$ cat src/rtl/dmem_pkg.sv
// Shared encodings for the data-memory controller: RISC-V load/store funct3 codes,
// response ownership and the registered load-response record.
package dmem_pkg;

    localparam logic [2:0] F3_B  = 3'b000;
    localparam logic [2:0] F3_H  = 3'b001;
    localparam logic [2:0] F3_W  = 3'b010;
    localparam logic [2:0] F3_BU = 3'b100;
    localparam logic [2:0] F3_HU = 3'b101;

    typedef enum logic [1:0] {
        OWN_NONE = 2'd0,
        OWN_CORE = 2'd1,
        OWN_EXT  = 2'd2
    } owner_e;

    typedef struct packed {
        logic       valid;
        owner_e     owner;
        logic [2:0] funct3;
        logic [1:0] off;
    } resp_t;

    // Unknown funct3 codes are rejected the same way as a misaligned address.
    function automatic logic misaligned_access(input logic [2:0] funct3, input logic [1:0] off);
        logic bad;
        case (funct3)
            F3_B, F3_BU: bad = 1'b0;
            F3_H, F3_HU: bad = off[0];
            F3_W:        bad = (off != 2'b00);
            default:     bad = 1'b1;
        endcase
        return bad;
    endfunction

endpackage

$ cat src/rtl/dmem_load_align.sv
// Right-aligns the addressed byte/half/word of a memory word and sign- or
// zero-extends it according to the load funct3.
module dmem_load_align
    import dmem_pkg::*;
(
    input  logic [31:0] word,
    input  logic [1:0]  off,
    input  logic [2:0]  funct3,
    output logic [31:0] data
);

    logic [31:0] shifted;

    always_comb begin
        shifted = word >> {off, 3'b000};
        data    = shifted;
        case (funct3)
            F3_B:    data = {{24{shifted[7]}}, shifted[7:0]};
            F3_BU:   data = {24'd0, shifted[7:0]};
            F3_H:    data = {{16{shifted[15]}}, shifted[15:0]};
            F3_HU:   data = {16'd0, shifted[15:0]};
            default: data = shifted;
        endcase
    end

endmodule

$ cat src/rtl/dmem_ctrl.sv
// Arbitrates the single-port data memory between the core load/store path and an
// external port, generates lane masks/data and returns aligned load data one cycle later.
module dmem_ctrl
    import dmem_pkg::*;
#(
    parameter int DEPTH      = 256,
    parameter int STARVE_MAX = 4
) (
    input  logic        clk,
    input  logic        rst_n,
    input  logic        core_req,
    input  logic        core_we,
    input  logic [31:0] core_addr,
    input  logic [31:0] core_wdata,
    input  logic [2:0]  core_funct3,
    output logic        core_gnt,
    output logic        core_stall,
    output logic        core_rvalid,
    output logic [31:0] core_rdata,
    output logic        core_misalign,
    input  logic        ext_req,
    input  logic        ext_we,
    input  logic [31:0] ext_addr,
    input  logic [31:0] ext_wdata,
    input  logic [3:0]  ext_be,
    output logic        ext_gnt,
    output logic        ext_rvalid,
    output logic [31:0] ext_rdata,
    output logic [31:0] mem_addrL,
    output logic [31:0] mem_addrS,
    output logic [31:0] mem_data_wr,
    output logic        mem_wr_E,
    output logic        mem_cs_E,
    output logic [3:0]  mem_mask,
    input  logic [31:0] mem_data_rd
);

    localparam int IW = $clog2(DEPTH);
    localparam int SW = $clog2(STARVE_MAX + 1);
    localparam logic [SW-1:0] STARVE_LIMIT = SW'(STARVE_MAX);

    logic [SW-1:0] starve_reg, starve_next;
    resp_t         resp_reg, resp_next;

    logic          core_sel, ext_sel, misalign, core_issue, issue, issue_we;
    logic [1:0]    off;
    logic [IW-1:0] core_idx, ext_idx, idx;
    logic [3:0]    core_mask;
    logic [31:0]   core_data, aligned_rdata;
    logic          unused_addr_bits;

    assign off              = core_addr[1:0];
    assign core_idx         = core_addr[2 +: IW];
    assign ext_idx          = ext_addr[IW-1:0];
    assign unused_addr_bits = ^{core_addr[31:IW+2], ext_addr[31:IW]};
    assign misalign         = misaligned_access(core_funct3, off);

    // Core has priority until ext has been denied STARVE_MAX cycles in a row.
    assign core_sel      = core_req && (!ext_req || (starve_reg != STARVE_LIMIT));
    assign ext_sel       = ext_req && !core_sel;
    assign core_gnt      = core_sel;
    assign ext_gnt       = ext_sel;
    assign core_stall    = core_req && !core_sel;
    assign core_misalign = core_sel && misalign;
    assign core_issue    = core_sel && !misalign;
    assign issue         = core_issue || ext_sel;

    always_comb begin
        core_mask = 4'b1111;
        core_data = core_wdata;
        case (core_funct3[1:0])
            2'b00: begin
                core_mask = 4'b0001 << off;
                core_data = {4{core_wdata[7:0]}};
            end
            2'b01: begin
                core_mask = 4'b0011 << off;
                core_data = {2{core_wdata[15:0]}};
            end
            default: ;
        endcase
    end

    always_comb begin
        mem_cs_E    = 1'b1;
        mem_wr_E    = 1'b0;
        mem_mask    = 4'b0000;
        mem_addrL   = '0;
        mem_addrS   = '0;
        mem_data_wr = '0;
        idx         = '0;
        issue_we    = 1'b0;
        if (core_issue) begin
            idx      = core_idx;
            issue_we = core_we;
        end else if (ext_sel) begin
            idx      = ext_idx;
            issue_we = ext_we;
        end
        if (issue) begin
            mem_cs_E = 1'b0;
            mem_wr_E = issue_we;
            if (issue_we) begin
                mem_addrS   = 32'(idx);
                mem_mask    = core_issue ? core_mask : ext_be;
                mem_data_wr = core_issue ? core_data : ext_wdata;
            end else begin
                mem_addrL = 32'(idx);
            end
        end
    end

    always_comb begin
        starve_next = starve_reg;
        if (!ext_req || ext_sel) begin
            starve_next = '0;
        end else if (starve_reg != STARVE_LIMIT) begin
            starve_next = starve_reg + SW'(1);
        end
    end

    // Load context is captured at issue so the aligner sees it alongside the read word.
    always_comb begin
        resp_next = '0;
        if (issue && !issue_we) begin
            resp_next.valid  = 1'b1;
            resp_next.owner  = core_issue ? OWN_CORE : OWN_EXT;
            resp_next.funct3 = core_funct3;
            resp_next.off    = off;
        end
    end

    always_ff @(posedge clk or negedge rst_n) begin
        if (!rst_n) begin
            starve_reg <= '0;
            resp_reg   <= '0;
        end else begin
            starve_reg <= starve_next;
            resp_reg   <= resp_next;
        end
    end

    dmem_load_align u_load_align (
        .word   (mem_data_rd),
        .off    (resp_reg.off),
        .funct3 (resp_reg.funct3),
        .data   (aligned_rdata)
    );

    assign core_rvalid = resp_reg.valid && (resp_reg.owner == OWN_CORE);
    assign ext_rvalid  = resp_reg.valid && (resp_reg.owner == OWN_EXT);
    assign core_rdata  = core_rvalid ? aligned_rdata : '0;
    assign ext_rdata   = ext_rvalid ? mem_data_rd : '0;

endmodule

$ cat config.mk
export PLATFORM = sky130hd
export DESIGN_NAME = dmem_ctrl
export DESIGN_NICKNAME = d
export VERILOG_FILES = /design/src/rtl/dmem_pkg.sv /design/src/rtl/dmem_load_align.sv /design/src/rtl/dmem_ctrl.sv
export SDC_FILE = /design/constraint.sdc
export NUM_CORES = 1
export LEC_CHECK = 0
export BUFFER_PORTS_ARGS = -buffer_cell sky130_fd_sc_hd__buf_2
export CORE_AREA = 10 10 125 127
export CTS_CLUSTER_DIAMETER = 30
export CTS_CLUSTER_SIZE = 28
export DETAILED_ROUTE_END_ITERATION = 6
export DIE_AREA = 0 0 135 137
export GPL_ROUTABILITY_DRIVEN = 0
export MAX_ROUTING_LAYER = met4
export PLACE_DENSITY_LB_ADDON = 0.1
export SETUP_SLACK_MARGIN = 0.2
export SLEW_MARGIN = 15
export SYNTH_ARGS = -nofsm -noshare
export SYNTH_HDL_FRONTEND = slang
export SYNTH_SLANG_ARGS = --single-unit
$ cat constraint.sdc
create_clock -name clk -period 3.5 [get_ports clk]
set_clock_uncertainty 0.2 [all_clocks]
set_input_delay 0.35 -clock clk [delete_from_list [all_inputs] [get_ports clk]]
set_output_delay 0.35 -clock clk [all_outputs]
set_load 0.01 [all_outputs]
### Word level (Yosys, flattened, before mapping)

Index checks and enable logic that the tools add are counted.

| word-level totals | value |
|---|---|
| register bits after elaboration | 11 |
| input port bits | 173 |
| output and inout port bits | 172 |
| logic and storage cells | 68 |

| operators by class | value |
|---|---|
| add/sub/neg operators | 1 |
| equality and inequality tests | 11 |
| shifts and indexed selects | 3 |
| muxes and demuxes | 26 |
| reductions and logical operators | 22 |

Operator list:

| kind | count |
|---|---|
| $mux 32 | 5 |
| $pmux 32 s4 | 1 |
| $pmux 32 s2 | 1 |
| $mux 8 | 7 |
| $shr 32x5->32 | 1 |
| $eq 3x3->1 const B | 4 |
| $mux 4 | 3 |
| $logic_and 1x1->1 | 8 |
| $pmux 4 s2 | 1 |
| $eq 3x1->1 const B | 2 |
| $logic_not 3->1 | 2 |
| $mux 3 | 2 |
| $eq 2x1->1 const B | 2 |
| $logic_not 1->1 | 4 |
| $mux 1 | 4 |
| $reduce_bool 2->1 | 2 |
| $reduce_or 2->1 | 2 |
| $shl 1x2->4 const A | 1 |
| $shl 2x2->4 const A | 1 |
| $add 3x1->3 const B | 1 |
| $eq 3x2->1 const B | 1 |
| $logic_or 1x1->1 | 3 |
| $ne 3x3->1 const B | 1 |
| $pmux 1 s3 | 1 |
| 3 further kinds | 3 |

### Logic depth before layout (Yosys ltp)

| depth | value |
|---|---|
| depth in word-level cells | 10 |
| depth in mapped cells | 8 |
| gate-level depth less buffers | 6 |

### Hierarchy

From an unflattened synthesis, not the netlist that was laid out.

| unflattened totals | value |
|---|---|
| cell total of the unflattened synthesis | 446 |
| area total of the unflattened synthesis | 2960.3 µm² |

Modules (own cells, without submodules):

| module | times used | cells each | area each (µm²) | seq. area each (µm²) |
|---|---|---|---|---|
| dmem_ctrl | 1 | 339 | 2265.9 | 275.3 |
| dmem_load_align | 1 | 107 | 694.4 | 0.0 |

### Worst setup path after synthesis

Ideal clock, no wire load.

| path | value |
|---|---|
| path kind | reg-to-output |
| from | reg starve_reg[0] |
| to | out mem_addrL[0] |
| arrival time | 1.601 ns |
| data required time | 2.950 ns |
| setup slack | 1.349 ns |
| stages on the path, launching flop included | 9 |
| buffers on the path | 2 |
| cells stage by stage | dfrtp_1 -> inv_1 -> ha_1 -> a21bo_2 -> and3_1 -> buf_6 -> nand2b_1 -> buf_4 -> a21oi_1 |

| on the way | value |
|---|---|
| cells in the longest elaborated chain, start to end | 9 |
| elaborated cells between the ends (all ways) | 13 |
| those cells by class | eq/ne: 1; mux: 6; reduce/logical: 6 |

Ends and longest elaborated chain:

| item | RTL line | RTL |
|---|---|---|
| from (decl) | dmem_ctrl.sv:42 | `logic [SW-1:0] starve_reg, starve_next;` |
| from (signal assigned) | dmem_ctrl.sv:138 | `starve_reg <= starve_next;` |
| $ne 3x3->1 * | dmem_ctrl.sv:59 | `assign core_sel = core_req && (!ext_req \|\| (starve_reg != STARVE_LIMIT));` |
| $logic_or 1x1->1 * | dmem_ctrl.sv:59 |  |
| $logic_and 1x1->1 * | dmem_ctrl.sv:59 |  |
| $logic_not 1->1 | dmem_ctrl.sv:60 | `assign ext_sel = ext_req && !core_sel;` |
| $logic_and 1x1->1 | dmem_ctrl.sv:60 |  |
| $mux 8 / $mux 1 (equally long branches) | dmem_ctrl.sv:96 | `end else if (ext_sel) begin` |
| $mux 8 / $mux 1 (equally long branches) | dmem_ctrl.sv:93 | `if (core_issue) begin` |
| $mux 8 | dmem_ctrl.sv:103 | `if (issue_we) begin` |
| $mux 8 * | dmem_ctrl.sv:100 | `if (issue) begin` |
| to (decl) | dmem_ctrl.sv:29 | `output logic [31:0] mem_addrL,` |

Every way passes the cells marked *; elsewhere a longest branch is shown, timed or not.

### Final worst setup path

| path | value |
|---|---|
| from | reg starve_reg[0] |
| to | out mem_data_wr[31] |

| on the way | value |
|---|---|
| cells in the longest elaborated chain, start to end | 9 |
| elaborated cells between the ends (all ways) | 12 |
| those cells by class | eq/ne: 1; mux: 5; reduce/logical: 6 |

Ends and longest elaborated chain:

| item | RTL line | RTL |
|---|---|---|
| $ne 3x3->1 * | dmem_ctrl.sv:59 |  |
| $logic_or 1x1->1 * | dmem_ctrl.sv:59 |  |
| $logic_and 1x1->1 * | dmem_ctrl.sv:59 |  |
| $logic_not 1->1 | dmem_ctrl.sv:60 |  |
| $logic_and 1x1->1 | dmem_ctrl.sv:60 |  |
| $mux 1 | dmem_ctrl.sv:96 |  |
| $mux 1 | dmem_ctrl.sv:93 |  |
| $mux 32 | dmem_ctrl.sv:103 |  |
| $mux 32 * | dmem_ctrl.sv:100 |  |
| to (decl) | dmem_ctrl.sv:31 | `output logic [31:0] mem_data_wr,` |

Marked as above.

==> results.cfg <==
[outcome]
status = finished clean

[synthesis]
syn_area_per_cell_sq_um = 6.81
synth_warnings = 0
synthDistinctLibCells = 46
synth_seq_area_share = 0.0971
synth-edff-count = 0
synth_cells = 416
synthTopCellsByArea = buf_4 14%, mux2i_1 13%, dfrtp_1 9.7%
synth-main-ff-cell = dfrtp_1
synth_top_area_cell = buf_4
ys_ff_latch = 11
netlist.area_leader.share = 0.140
async_flop_share = 1.00
syn_area_sq_um = 2830

[timing]
fin_crit_sh = 0.824
setup_violations = 0
final_hold_viol_count = 0
layout_min_cycle_time_ns = 2.88
setup_tns_ns = 0
rsz0062_at_grt = no
slew_violations = 0
tightestPinTransition_ns = 0.705
relSlewSlack = 0.529
timing.fmax_mhz = 347
hold_slack_ns = 0.187

[clock_network]
cts_tree = yes
cts-root-buf = clkbuf_16
clk_pin_slew_ns = 0.04
htree_levels = 1
cts_buffers = 3
cts_sinks = 11
cts_max_path_buffers = 2
postCtsResizedCells = 0
clkLatencyLatePin_ns = 0.24

[setup_path]
worstSetupPathDepth = 8
cp_data_arrival_time_ns = 2.33
path_max_fanout = 37
worstPathRequired_ns = 2.95
crit_type = reg2out
rr_startpoint = starve_reg[0]$_DFFE_PN0P_
worstPathCellList = inv_1 -> ha_1 -> a21bo_2 -> and3_1 -> buf_4 -> nand2b_1 -> nor2b_1 -> buf_2
critPathMaxStageDelay_ns = 0.42
slowest_stage = nand2b_1
crit_path_end_kind = output port
r2r-end = resp_reg[3]$_DFF_PN0_
cp-startpoint = starve_reg[0]$_DFFE_PN0P_
reg2regPathDepth = 6
path_buf_inv = 3
crit_family = simple AND/OR/NAND/NOR gates
worst-r2r-setup-slack_ns = 1.48
worstSetupEndpoint = mem_data_wr[31]
start_kind = flip-flop

[power_and_ir_drop]
leakage_nw = 2.29
power_density_nw_per_um2 = 178
ir_worst_vdd_mv = 0.0959

[grt]
overflow = 0
grt_pass1_vias = 3891
antenna_found_initial = 2
grt_pass1_wl_um = 22300
track_usage = 0.153
grt_max_degree = 38

[placement]
dp_hpwl_um = 12900
io_buffers = 250

[layout]
largest_reg_flops = 8
drive_above_1_share = 0.420
final_nets = 823
seq_area_sq_um = 275
num-fill-cells = 1468
multi_input_area_sq_um = 2190
finish.utilization = 0.314
syn_to_final_growth_pct = 45.1

[floorplanning]
coreArea_sq_um = 13100
ioPinCount = 345
dieHeight_um = 137
die_area_sq_um = 18500
rows = 42
die_x_um = 135
start_util = 0.217

[detailed_routing]
num_vias = 3690
ant_nets = 0
drt-total-wl_um = 15100
avgViaCountPerCell = 4.47
wl_per_cell_um = 18.3
first_pass_iters = 5
drc_errors = 0
drt_iter0_markers = 128

[min_path]
min_path_type = in2reg

[flow_run]
drv_cap = 0
-- metal layers --
metal | up-vias | GRT usage | share of wire
met5 | - | - | 0
li1 | 1821 | - | -
met3 | 9 | 0.0550 | 0.11
met4 | 0 | 0.0251 | 0.0086
met1 | 1651 | 0.171 | 0.40
met2 | 209 | 0.262 | 0.48
-- cells by family (layout without fill, tap and decap cells) --
logic type	Yosys count	after routing	share of synthesized area
simple gates	153	153	0.283
compound gates	120	120	0.260
buf+inv	86	270	0.193
mux	41	41	0.150
flops	11	11	0.0971
fa+ha+maj	2	2	0.00883
xor+xnor	2	2	0.00618
other cells	1	50	0.00132
-- per-stage QoR --
step / instances / power (mW) / setup WS (ns) / instance area, sq um
floorplan: 463 / 0.388 / 1.35 / 3010
global placement: 818 / 0.523 / 0.688 / 4020
detailed placement: 818 / 0.526 / 0.648 / 4020
CTS: 823 / 0.738 / 0.609 / 4110
global route: 825 / 0.788 / 0.433 / 4110
finish: 825 / 0.731 / 0.618 / 4110
-- cell type report --
type	count	area share
multi-input combinational	366	0.532
timing repair buffer	258	0.320
sequential	11	0.0670
tap	176	0.0536
clock buffer	3	0.0183
inverter	8	0.00730
clock inverter	1	0.00122
antenna	2	0.00122
-- Yosys cell counts (11+ instances only) --
cell type and n:
o21ai_0 18, o21ai_1 22, dfrtp_1 11, mux2i_1 38, and2_1 43, nor2b_1 16, clkbuf_1 12, a21oi_1 36
nor2_1 17, nand2_1 52, a211oi_1 15, buf_4 53
-- report_power, final --
group	internal, mW	total (mW)	leakage, nW	switching, mW
Clock	0.151	0.207	0.0409	0.0559
Combinational	0.155	0.385	2.10	0.230
Sequential	0.133	0.139	0.149	0.00545
Total	0.439	0.731	2.29	0.292
-- repair_timing --
action | in CTS | in global routing
hold buffers | 1 | 0
buffers inserted | 0 | 0
hold endpoints to repair | 11 | 0
-- placed cells by master (no fill, tap or decap), types with 9 or more instances in the layout --
cell and count:
o21ai_1 22, o21ai_0 18, nor2b_1 16, nor2_1 17, nand2_1 52, a21oi_1 36, a22o_1 9, dfrtp_1 11
a211oi_1 15, and2_1 43, buf_2 250, conb_1 48, nand3_1 9, mux2i_1 38
-- worst min-delay path by stage --
| stage | start | end | depth (start not counted) |
|---|---|---|---|
| floorplan | rst_n | resp_reg[0]$_DFF_PN0_ | 0 |
| CTS | core_funct3[2] | resp_reg[4]$_DFF_PN0_ | 2 |
| global route | core_funct3[2] | resp_reg[4]$_DFF_PN0_ | 2 |
| finish | core_funct3[2] | resp_reg[4]$_DFF_PN0_ | 2 |
| global placement | rst_n | starve_reg[1]$_DFFE_PN0P_ | 1 |
| detailed placement | rst_n | starve_reg[1]$_DFFE_PN0P_ | 1 |
-- worst register-to-register path, stage by stage, from the launching register on --
cell	delay, ns
dfrtp_1	0.39
inv_1	0.06
ha_1	0.16
nand3_1	0.18
o211a_1	0.32
a21oi_1	0.47
nor2b_1	0.10
Power figures use the tool's default switching activity.
